--- src/rtl/sandpile_frame_scheduler.sv ---
// Per-frame sequencer for the sandpile macro array: latches resolution, issues at most one drop,
// pulses new_frame and waits for completion. Optional macro SCHED_LFSR_EN selects LFSR auto-drops.
module sandpile_frame_scheduler #(
  parameter int MAX_SIZE = 32,
  parameter int TIMEOUT  = 4096,
  parameter int CNT_W    = 8
) (
  input  logic             clk,
  input  logic             rst_n,
  input  logic             frame_start_i,
  input  logic [8:0]       res_cfg_i,
  input  logic             user_req_i,
  input  logic [8:0]       user_x_i,
  input  logic [8:0]       user_y_i,
  output logic             user_ack_o,
  input  logic [7:0]       auto_period_i,
  output logic             new_frame_o,
  output logic             drop_o,
  output logic [8:0]       drop_x_o,
  output logic [8:0]       drop_y_o,
  output logic [8:0]       resolution_o,
  input  logic             array_done_i,
  output logic             busy_o,
  output logic [CNT_W-1:0] overrun_cnt_o,
  output logic [CNT_W-1:0] timeout_cnt_o
);

  localparam logic [8:0] MAX_RES = 9'(MAX_SIZE);
  localparam int TMR_W = $clog2(TIMEOUT);
  localparam logic [TMR_W-1:0] TMR_LAST = TMR_W'(TIMEOUT - 1);

  typedef enum logic [1:0] {IDLE, SELECT, FRAME, WAIT_DONE} state_t;

  state_t           state, state_nxt;
  logic [8:0]       resolution_q;
  logic [7:0]       frame_cnt;
  logic             auto_pending;
  logic [8:0]       drop_x_q, drop_y_q;
  logic [TMR_W-1:0] timer;
  logic [CNT_W-1:0] overrun_cnt, timeout_cnt;
  logic             timeout_hit;
  logic [8:0]       auto_x, auto_y;
  logic [8:0]       raw_x, raw_y, sel_x, sel_y;
  logic [7:0]       frame_cnt_inc;
  logic             auto_fire;

  function automatic logic [8:0] clamp_res(input logic [8:0] r);
    if (r < 9'd2)
      return 9'd2;
    else if (r > MAX_RES)
      return MAX_RES;
    return r;
  endfunction

  function automatic logic [8:0] clamp_coord(input logic [8:0] c, input logic [8:0] r);
    return (c >= r) ? (r - 9'd1) : c;
  endfunction

`ifdef SCHED_LFSR_EN
  localparam int LOG = $clog2(MAX_SIZE);

  logic [15:0] lfsr;
  logic [8:0]  lfsr_x, lfsr_y;

  always_ff @(posedge clk or negedge rst_n) begin
    if (!rst_n)
      lfsr <= 16'hACE1;
    else if (frame_start_i)
      lfsr <= {lfsr[14:0], lfsr[15] ^ lfsr[13] ^ lfsr[12] ^ lfsr[10]};
  end

  // Raw LFSR fields may exceed the grid; fold once, the common clamp catches the rest.
  always_comb begin
    lfsr_x = 9'(lfsr[LOG-1:0]);
    lfsr_y = 9'(lfsr[2*LOG-1:LOG]);
    auto_x = (lfsr_x >= resolution_q) ? (lfsr_x - resolution_q) : lfsr_x;
    auto_y = (lfsr_y >= resolution_q) ? (lfsr_y - resolution_q) : lfsr_y;
  end
`else
  assign auto_x = resolution_q >> 1;
  assign auto_y = resolution_q >> 1;
`endif

  assign raw_x = user_req_i ? user_x_i : auto_x;
  assign raw_y = user_req_i ? user_y_i : auto_y;
  assign sel_x = clamp_coord(raw_x, resolution_q);
  assign sel_y = clamp_coord(raw_y, resolution_q);

  assign frame_cnt_inc = (frame_cnt == 8'hFF) ? frame_cnt : frame_cnt + 8'd1;
  assign auto_fire     = (auto_period_i != 8'd0) && (frame_cnt_inc >= auto_period_i);

  always_comb begin
    state_nxt   = state;
    new_frame_o = 1'b0;
    drop_o      = 1'b0;
    user_ack_o  = 1'b0;
    timeout_hit = 1'b0;
    case (state)
      IDLE: begin
        if (frame_start_i)
          state_nxt = SELECT;
      end
      SELECT: begin
        drop_o     = user_req_i | auto_pending;
        user_ack_o = user_req_i;
        state_nxt  = FRAME;
      end
      FRAME: begin
        new_frame_o = 1'b1;
        state_nxt   = WAIT_DONE;
      end
      WAIT_DONE: begin
        if (array_done_i) begin
          state_nxt = IDLE;
        end else if (timer == TMR_LAST) begin
          timeout_hit = 1'b1;
          state_nxt   = IDLE;
        end
      end
      default: state_nxt = IDLE;
    endcase
  end

  always_ff @(posedge clk or negedge rst_n) begin
    if (!rst_n)
      state <= IDLE;
    else
      state <= state_nxt;
  end

  // Frame bookkeeping: resolution latch, auto-drop cadence and the one-deep pending flag.
  always_ff @(posedge clk or negedge rst_n) begin
    if (!rst_n) begin
      resolution_q <= MAX_RES;
      frame_cnt    <= 8'd0;
      auto_pending <= 1'b0;
    end else if (state == IDLE && frame_start_i) begin
      resolution_q <= clamp_res(res_cfg_i);
      if (auto_fire) begin
        frame_cnt    <= 8'd0;
        auto_pending <= 1'b1;
      end else begin
        frame_cnt <= frame_cnt_inc;
      end
    end else if (state == SELECT && !user_req_i) begin
      auto_pending <= 1'b0;
    end
  end

  always_ff @(posedge clk or negedge rst_n) begin
    if (!rst_n) begin
      drop_x_q <= 9'd0;
      drop_y_q <= 9'd0;
    end else if (drop_o) begin
      drop_x_q <= sel_x;
      drop_y_q <= sel_y;
    end
  end

  always_ff @(posedge clk or negedge rst_n) begin
    if (!rst_n)
      timer <= '0;
    else if (state == WAIT_DONE)
      timer <= timer + 1'b1;
    else
      timer <= '0;
  end

  always_ff @(posedge clk or negedge rst_n) begin
    if (!rst_n) begin
      overrun_cnt <= '0;
      timeout_cnt <= '0;
    end else begin
      if (frame_start_i && state != IDLE && overrun_cnt != '1)
        overrun_cnt <= overrun_cnt + 1'b1;
      if (timeout_hit && timeout_cnt != '1)
        timeout_cnt <= timeout_cnt + 1'b1;
    end
  end

  assign drop_x_o      = drop_o ? sel_x : drop_x_q;
  assign drop_y_o      = drop_o ? sel_y : drop_y_q;
  assign resolution_o  = resolution_q;
  assign busy_o        = (state != IDLE);
  assign overrun_cnt_o = overrun_cnt;
  assign timeout_cnt_o = timeout_cnt;

endmodule

--- config.mk ---
export PLATFORM = sky130hd
export DESIGN_NAME = sandpile_frame_scheduler
export DESIGN_NICKNAME = d
export VERILOG_FILES = /design/src/rtl/sandpile_frame_scheduler.sv
export SDC_FILE = /design/constraint.sdc
export NUM_CORES = 1
export LEC_CHECK = 0
export ABC_AREA = 1
export CAP_MARGIN = 10
export CORE_AREA = 2 2 93 95
export CTS_BUF_LIST = sky130_fd_sc_hd__clkbuf_4 sky130_fd_sc_hd__clkbuf_8
export DETAILED_ROUTE_END_ITERATION = 8
export DIE_AREA = 0 0 95 97
export MAX_ROUTING_LAYER = met4
export PLACE_DENSITY = 0.85
export SLEW_MARGIN = 20
export SYNTH_ARGS = -nofsm -noshare
export SYNTH_HDL_FRONTEND = slang
export SYNTH_SLANG_ARGS = --single-unit
--- constraint.sdc ---
create_clock -name clk -period 7.96 [get_ports clk]
set_input_delay 1.592 -clock clk [delete_from_list [all_inputs] [get_ports clk]]
set_output_delay 1.592 -clock clk [all_outputs]
set_load 0.005 [all_outputs]
==> flow_summary.ini, run 1 <==
[grt]
overflow = 0
grt_pass1_wl_um = 18600
grt_pass1_vias = 4072
grt_max_degree = 67
grt.total_usage = 0.261
antenna_found_initial = 0

[worst_setup_path]
required_ns = 6.37
arrival_ns = 5.07
cp_slowest_cell = clkdlybuf4s50_1
slowest_delay_ns = 1.01
startpoint_type = primary input
path_class = in -> out
startpoint = user_req_i
path_buf_inv = 3
crit_family = buffers and inverters
r2r_start = frame_cnt[1]
crit_chain = clkdlybuf4s50_1, nor2_1, a21oi_1, inv_1, ha_1, a21oi_1, o21a_1, nand2_1, nand2_1, nand3_1, nand2_1, clkdlybuf4s50_1
cpMostUsedCell = nand2_1
crit_fanout = 25
end_kind = output port

[drt]
vias = 4316
drt_iter0_markers = 288
first_pass_iters = 5
drtAntennaViolNets = 0
route.detailed.drc = 0
viasPerCell = 5.30
wl_um = 11300
detail_route.wl_per_cell_um = 13.9

[sta]
fin_crit_sh = 0.837
setup-tns-final_ns = 0
final-hold-violation-count = 0
fmax_mhz = 150
period_minus_slack_ns = 6.66
fin_skew_ns = 0.0104
drv_slew = 0
slew_headroom = 0.437
tightest_slew_ns = 0.841
finalSetupViolations = 0
rsz0062_at_grt = false

[synth]
synth_cell_type_count = 31
synth_enable_flop_cells = 0
synthCells = 615
synth-xor-area-share = 0.0494
synthSimpleGateAreaFrac = 0.318
synth_compound_gate_area_share = 0.0734
synth.yosys.seq_area_share = 0.373
yosys-mux-area-fraction = 0
syn_avg_cell_area_um2 = 7.21
synth_top_family_by_area = simple AND/OR/NAND/NOR gates
synthArstFlopShare = 1.00
synth_nets = 690
synth_fa_ha_area_frac = 0.0988
synth_area_mm2 = 0.00443
ys_ff_latch = 66
synth_ff_type = dfrtp_1
yosys_warnings = 0

[floorplan]
die_height_um = 97
num_rows = 33
ios = 87
die_area_mm2 = 0.00922
initial_core_util = 0.545
die_w_um = 95
core_region_area_mm2 = 0.00813

[cells_and_area]
layout_commonest_cell = nand2_1
multi_input_area_mm2 = 0.00239
final_cell_mix = nand2_1, inv_1, clkdlybuf4s50_1
diodes = 0
fillCellCount = 682
drive_above_1_share = 0.0550
seq_area_mm2 = 0.00165
layout.nets = 779
final_cells = 814
areaGrowthSynthToFinish_pct = 26.6

[power_and_ir_drop]
max-vdd-ir-drop_v = 0.000184
seq_power_share = 0.308
p_sw_w = 0.000624
pwr-share-clk = 0.206
comb_power_share = 0.486
p_int_w = 0.000961
power_density_mw_per_mm2 = 282
switching_share = 0.394
p_leak_nw = 2.95

[clock_tree]
root_buffer = clkbuf_8
clock_latency_ns = 0.35
clock-sinks = 66
ctsResizeCount = 0
cts_hold_buf = 0
cts_setup_buffers = 0
clk_pin_slew_ns = 0.08
h-tree-depth = 3
cts_buffers = 9
cts_tree = done
cts.path.max_buffers = 2

[place]
portBuffers = 86
hpwl_um = 8740
place_congestion = 1.03
dpl.cell_count = 798

[run_status]
outcome = finished clean

[hold_path]
hold_class = reg -> reg
min_from = timer[0]

[job]
maxCapViolations = 0
-- cell families after synthesis --
family	after synthesis
adder cells (fa/ha/maj)	35
XOR/XNOR	25
AO/OA/AOI/OAI	57
buffers and inverters	100
AND/OR/NAND/NOR	332
flip-flops	66
-- per-stage QoR --
stage          power [W]  cell area [µm²]  hold WS [ns]  setup slack, ns  utilization
3_3_place_gp     0.00123             5390         0.454             1.45        0.663
3_5_place_dp     0.00126             5390         0.462             1.38        0.663
5_1_grt          0.00171             5610         0.497             1.04        0.690
4_1_cts          0.00159             5610         0.483             1.38        0.690
6_report         0.00159             5610         0.481             1.30        0.690
2_1_floorplan   0.000920             4430         0.433             3.09            -
-- power by group through the flow --
stage	clock (W)	sequential [W]	combinational, W
global route	0.000346	0.000498	0.000866
global placement	0	0.000488	0.000746
finish	0.000327	0.000488	0.000770
floorplan	0	0.000479	0.000441
detailed placement	0	0.000492	0.000765
CTS	0.000333	0.000488	0.000770
-- cell type report --
class / count / share of cell area
clock buffer: 10 / 0.0245
clock inverter: 6 / 0.0156
inverter: 89 / 0.0595
multi-input combinational: 449 / 0.426
sequential: 66 / 0.294
tap: 105 / 0.0234
timing repair buffer: 89 / 0.156
-- flip-flops by register name, summed over array words and instances, names as in the netlist --
register / flops
state: 2
drop_x_q: 9
timeout_cnt_o: 8
resolution_o: 9
auto_pending: 1
drop_y_q: 9
timer: 12
overrun_cnt_o: 8
frame_cnt: 8
-- metal layers --
layer	share of wire	vias up	track usage
met1	0.42	1995	0.322
met4	0.038	0	0.128
met2	0.48	160	0.414
met5	0	-	-
li1	-	2120	-
met3	0.061	41	0.0389
-- synth_stat cells, types with 2 or more instances --
master      n  share of area
nand2_1   186           0.16
inv_1      88          0.074
dfrtp_1    65           0.37
nand3_1    61          0.069
nor2_1     58          0.049
ha_1       35          0.099
a21oi_1    29          0.033
xor2_1     17          0.034
o21ai_0    16          0.018
o21ai_2     8          0.016
xnor2_1     8          0.016
nor3_1      7         0.0079
nand2_2     5         0.0071
nand4_1     5         0.0071
buf_2       4         0.0045
clkbuf_1    4         0.0034
nand3b_1    2         0.0034
nor4_1      2         0.0028
o21a_1      2         0.0034
o21bai_1    2         0.0034
-- final timing paths --
kind	cells past startpoint	end	slack [ns]
max	12	drop_x_o[0]	1.30
min	1	timer[0]	0.48
max reg2reg	16	frame_cnt[0]	5.35
min reg2reg	1	timer[0]	0.48
max in group asynchronous	2	resolution_o[0]	6.01
min in group asynchronous	2	timeout_cnt_o[5]	1.40
Power figures use the tool's default switching activity.
==> run 2, diff against run 1 <==
--- a/config.mk
+++ b/config.mk
@@ -7,12 +7,12 @@
 export LEC_CHECK = 0
 export ABC_AREA = 1
 export CAP_MARGIN = 10
-export CORE_AREA = 2 2 93 95
+export CORE_AREA = 2 2 99 101
 export CTS_BUF_LIST = sky130_fd_sc_hd__clkbuf_4 sky130_fd_sc_hd__clkbuf_8
 export DETAILED_ROUTE_END_ITERATION = 8
-export DIE_AREA = 0 0 95 97
+export DIE_AREA = 0 0 101 103
 export MAX_ROUTING_LAYER = met4
-export PLACE_DENSITY = 0.85
+export PLACE_DENSITY = 0.79
 export SLEW_MARGIN = 20
 export SYNTH_ARGS = -nofsm -noshare
 export SYNTH_HDL_FRONTEND = slang
==> constraint.sdc (replaced) <==
create_clock -name clk -period 5.4 [get_ports clk]
set_input_delay 1.08 -clock clk [delete_from_list [all_inputs] [get_ports clk]]
set_output_delay 1.08 -clock clk [all_outputs]
set_load 0.005 [all_outputs]
==> flow_summary.ini, run 2 (synthesis gave the netlist of run 1 again) <==
[run_status]
outcome = finished clean

[clock_tree]
cts_buffers = 9
clock_latency_ns = 0.35
clock-sinks = 66
cts_hold_buf = 0
cts.path.max_buffers = 2
clk_pin_slew_ns = 0.07
cts_tree = done
cts_setup_buffers = 0
h-tree-depth = 3
root_buffer = clkbuf_8
ctsResizeCount = 0

[worst_setup_path]
end_kind = output port
reg2reg_setup_slack_ns = 2.84
startpoint = user_req_i
crit_fanout = 29
cp_slowest_cell = clkdlybuf4s50_1
slowest_delay_ns = 0.52
r2r_start = frame_cnt[0]
startpoint_type = primary input
required_ns = 4.32
cpMostUsedCell = nand2_1
path_class = in -> out
arrival_ns = 4.07
crit_chain = clkdlybuf4s50_1, buf_4, nor2_1, a21oi_1, inv_1, ha_1, a21oi_1, o21a_1, nand2_1, nand2_1, nand3_1, nand2_1, clkdlybuf4s50_1

[floorplan]
num_rows = 36
core_region_area_mm2 = 0.00946
initial_core_util = 0.469
ios = 87
die_area_mm2 = 0.0104
die_w_um = 101
die_height_um = 103

[cells_and_area]
fillCellCount = 897
final_cell_mix = nand2_1, inv_1, clkdlybuf4s50_1
layout.nets = 781
diodes = 0
largest_reg_flops = 12
top_register = timer
areaGrowthSynthToFinish_pct = 26.2
layout_commonest_cell = nand2_1
drive_above_1_share = 0.0577

[sta]
fmax_mhz = 194
fin_skew_ns = 0.0183
finalSetupViolations = 0
fin_crit_sh = 0.953
tightest_slew_ns = 0.828
period_minus_slack_ns = 5.15
rsz0062_at_grt = false
drv_slew = 0
slew_headroom = 0.448
final-hold-violation-count = 0
setup-tns-final_ns = 0

[power_and_ir_drop]
p_leak_nw = 2.93
p_sw_w = 0.000905
p_int_w = 0.00134
switching_share = 0.404
power_density_mw_per_mm2 = 401
pwr-share-clk = 0.171
power.total_w = 0.00224
comb_power_share = 0.509
max-vdd-ir-drop_v = 0.000173
seq_power_share = 0.320

[grt]
grt.total_usage = 0.230
grt_max_degree = 67
overflow = 0
grt_pass1_wl_um = 18300
grt_pass1_vias = 4008
antenna_found_initial = 0

[drt]
drtAntennaViolNets = 0
first_pass_iters = 5
vias = 4173
detail_route.wl_per_cell_um = 13.2
route.detailed.drc = 0
drt_iter0_markers = 141
viasPerCell = 5.06
wl_um = 10900

[job]
maxCapViolations = 0

[place]
hpwl_um = 8690
place_congestion = 0.870
portBuffers = 86

[hold_path]
hold_class = reg -> reg
min_from = drop_y_q[0]
==> run 2: cell types whose count changed in the layout (fill, tap and decap cells not counted), sizes merged <==
cell      previous run  this run
clkbuf              10        12
bufinv               2         0
clkinv               3         2
buf                  4         6
inv                 90        89
clkinvlp             0         2
==> run 2: worst paths after layout <==
path,end,cells after the start
hold / removal,drop_y_q[0],2
max in group asynchronous,overrun_cnt_o[2],2
setup / recovery,drop_x_o[0],13
hold reg to reg,drop_y_q[0],2
setup reg to reg,frame_cnt[0],16
min in group asynchronous,timeout_cnt_o[6],2
==> run 2: routing by layer <==
layer / vias up / global-route usage / wire length, µm
met3: 12 / 0.0407 / 454
li1: 2133 / - / -
met4: 0 / 0.0541 / 108
met5: - / - / 0
met2: 98 / 0.395 / 5450
met1: 1930 / 0.283 / 4870
==> run 2: cell type report <==
type	count	area, µm²	area share
multi-input combinational	449	2390	0.427
sequential	66	1650	0.295
timing repair buffer	91	893	0.160
inverter	89	334	0.0597
clock buffer	12	153	0.0273
tap	114	143	0.0255
clock inverter	4	28.8	0.00514
==> run 2: stage by stage <==
stage / cells / instance area (µm²) / util / setup slack [ns] / hold slack (ns)
global route: 825 / 5600 / 0.592 / 0.0490 / 0.480
floorplan: 615 / 4430 / - / 1.55 / 0.433
finish: 825 / 5600 / 0.592 / 0.254 / 0.481
detailed placement: 809 / 5420 / 0.572 / 0.272 / 0.454
global placement: 809 / 5420 / 0.572 / 0.307 / 0.454
CTS: 825 / 5600 / 0.592 / 0.269 / 0.472
==> run 2: worst max-delay path: cells and delay by family <==
family                     cells  cell delay [ns]
buffers and inverters          4             1.32
AOI/OAI and AO/OA              3             0.66
adders and majority gates      1             0.30
and+or+nand+nor                5             0.70
==> run 2: power by group through the flow <==
stage               Combinational [W]  Sequential (W)  Clock [W]
floorplan                    0.000649        0.000707          0
global placement              0.00111        0.000720          0
detailed placement            0.00114        0.000725          0
CTS                           0.00115        0.000717   0.000392
global route                  0.00130        0.000734   0.000420
finish                        0.00114        0.000717   0.000385
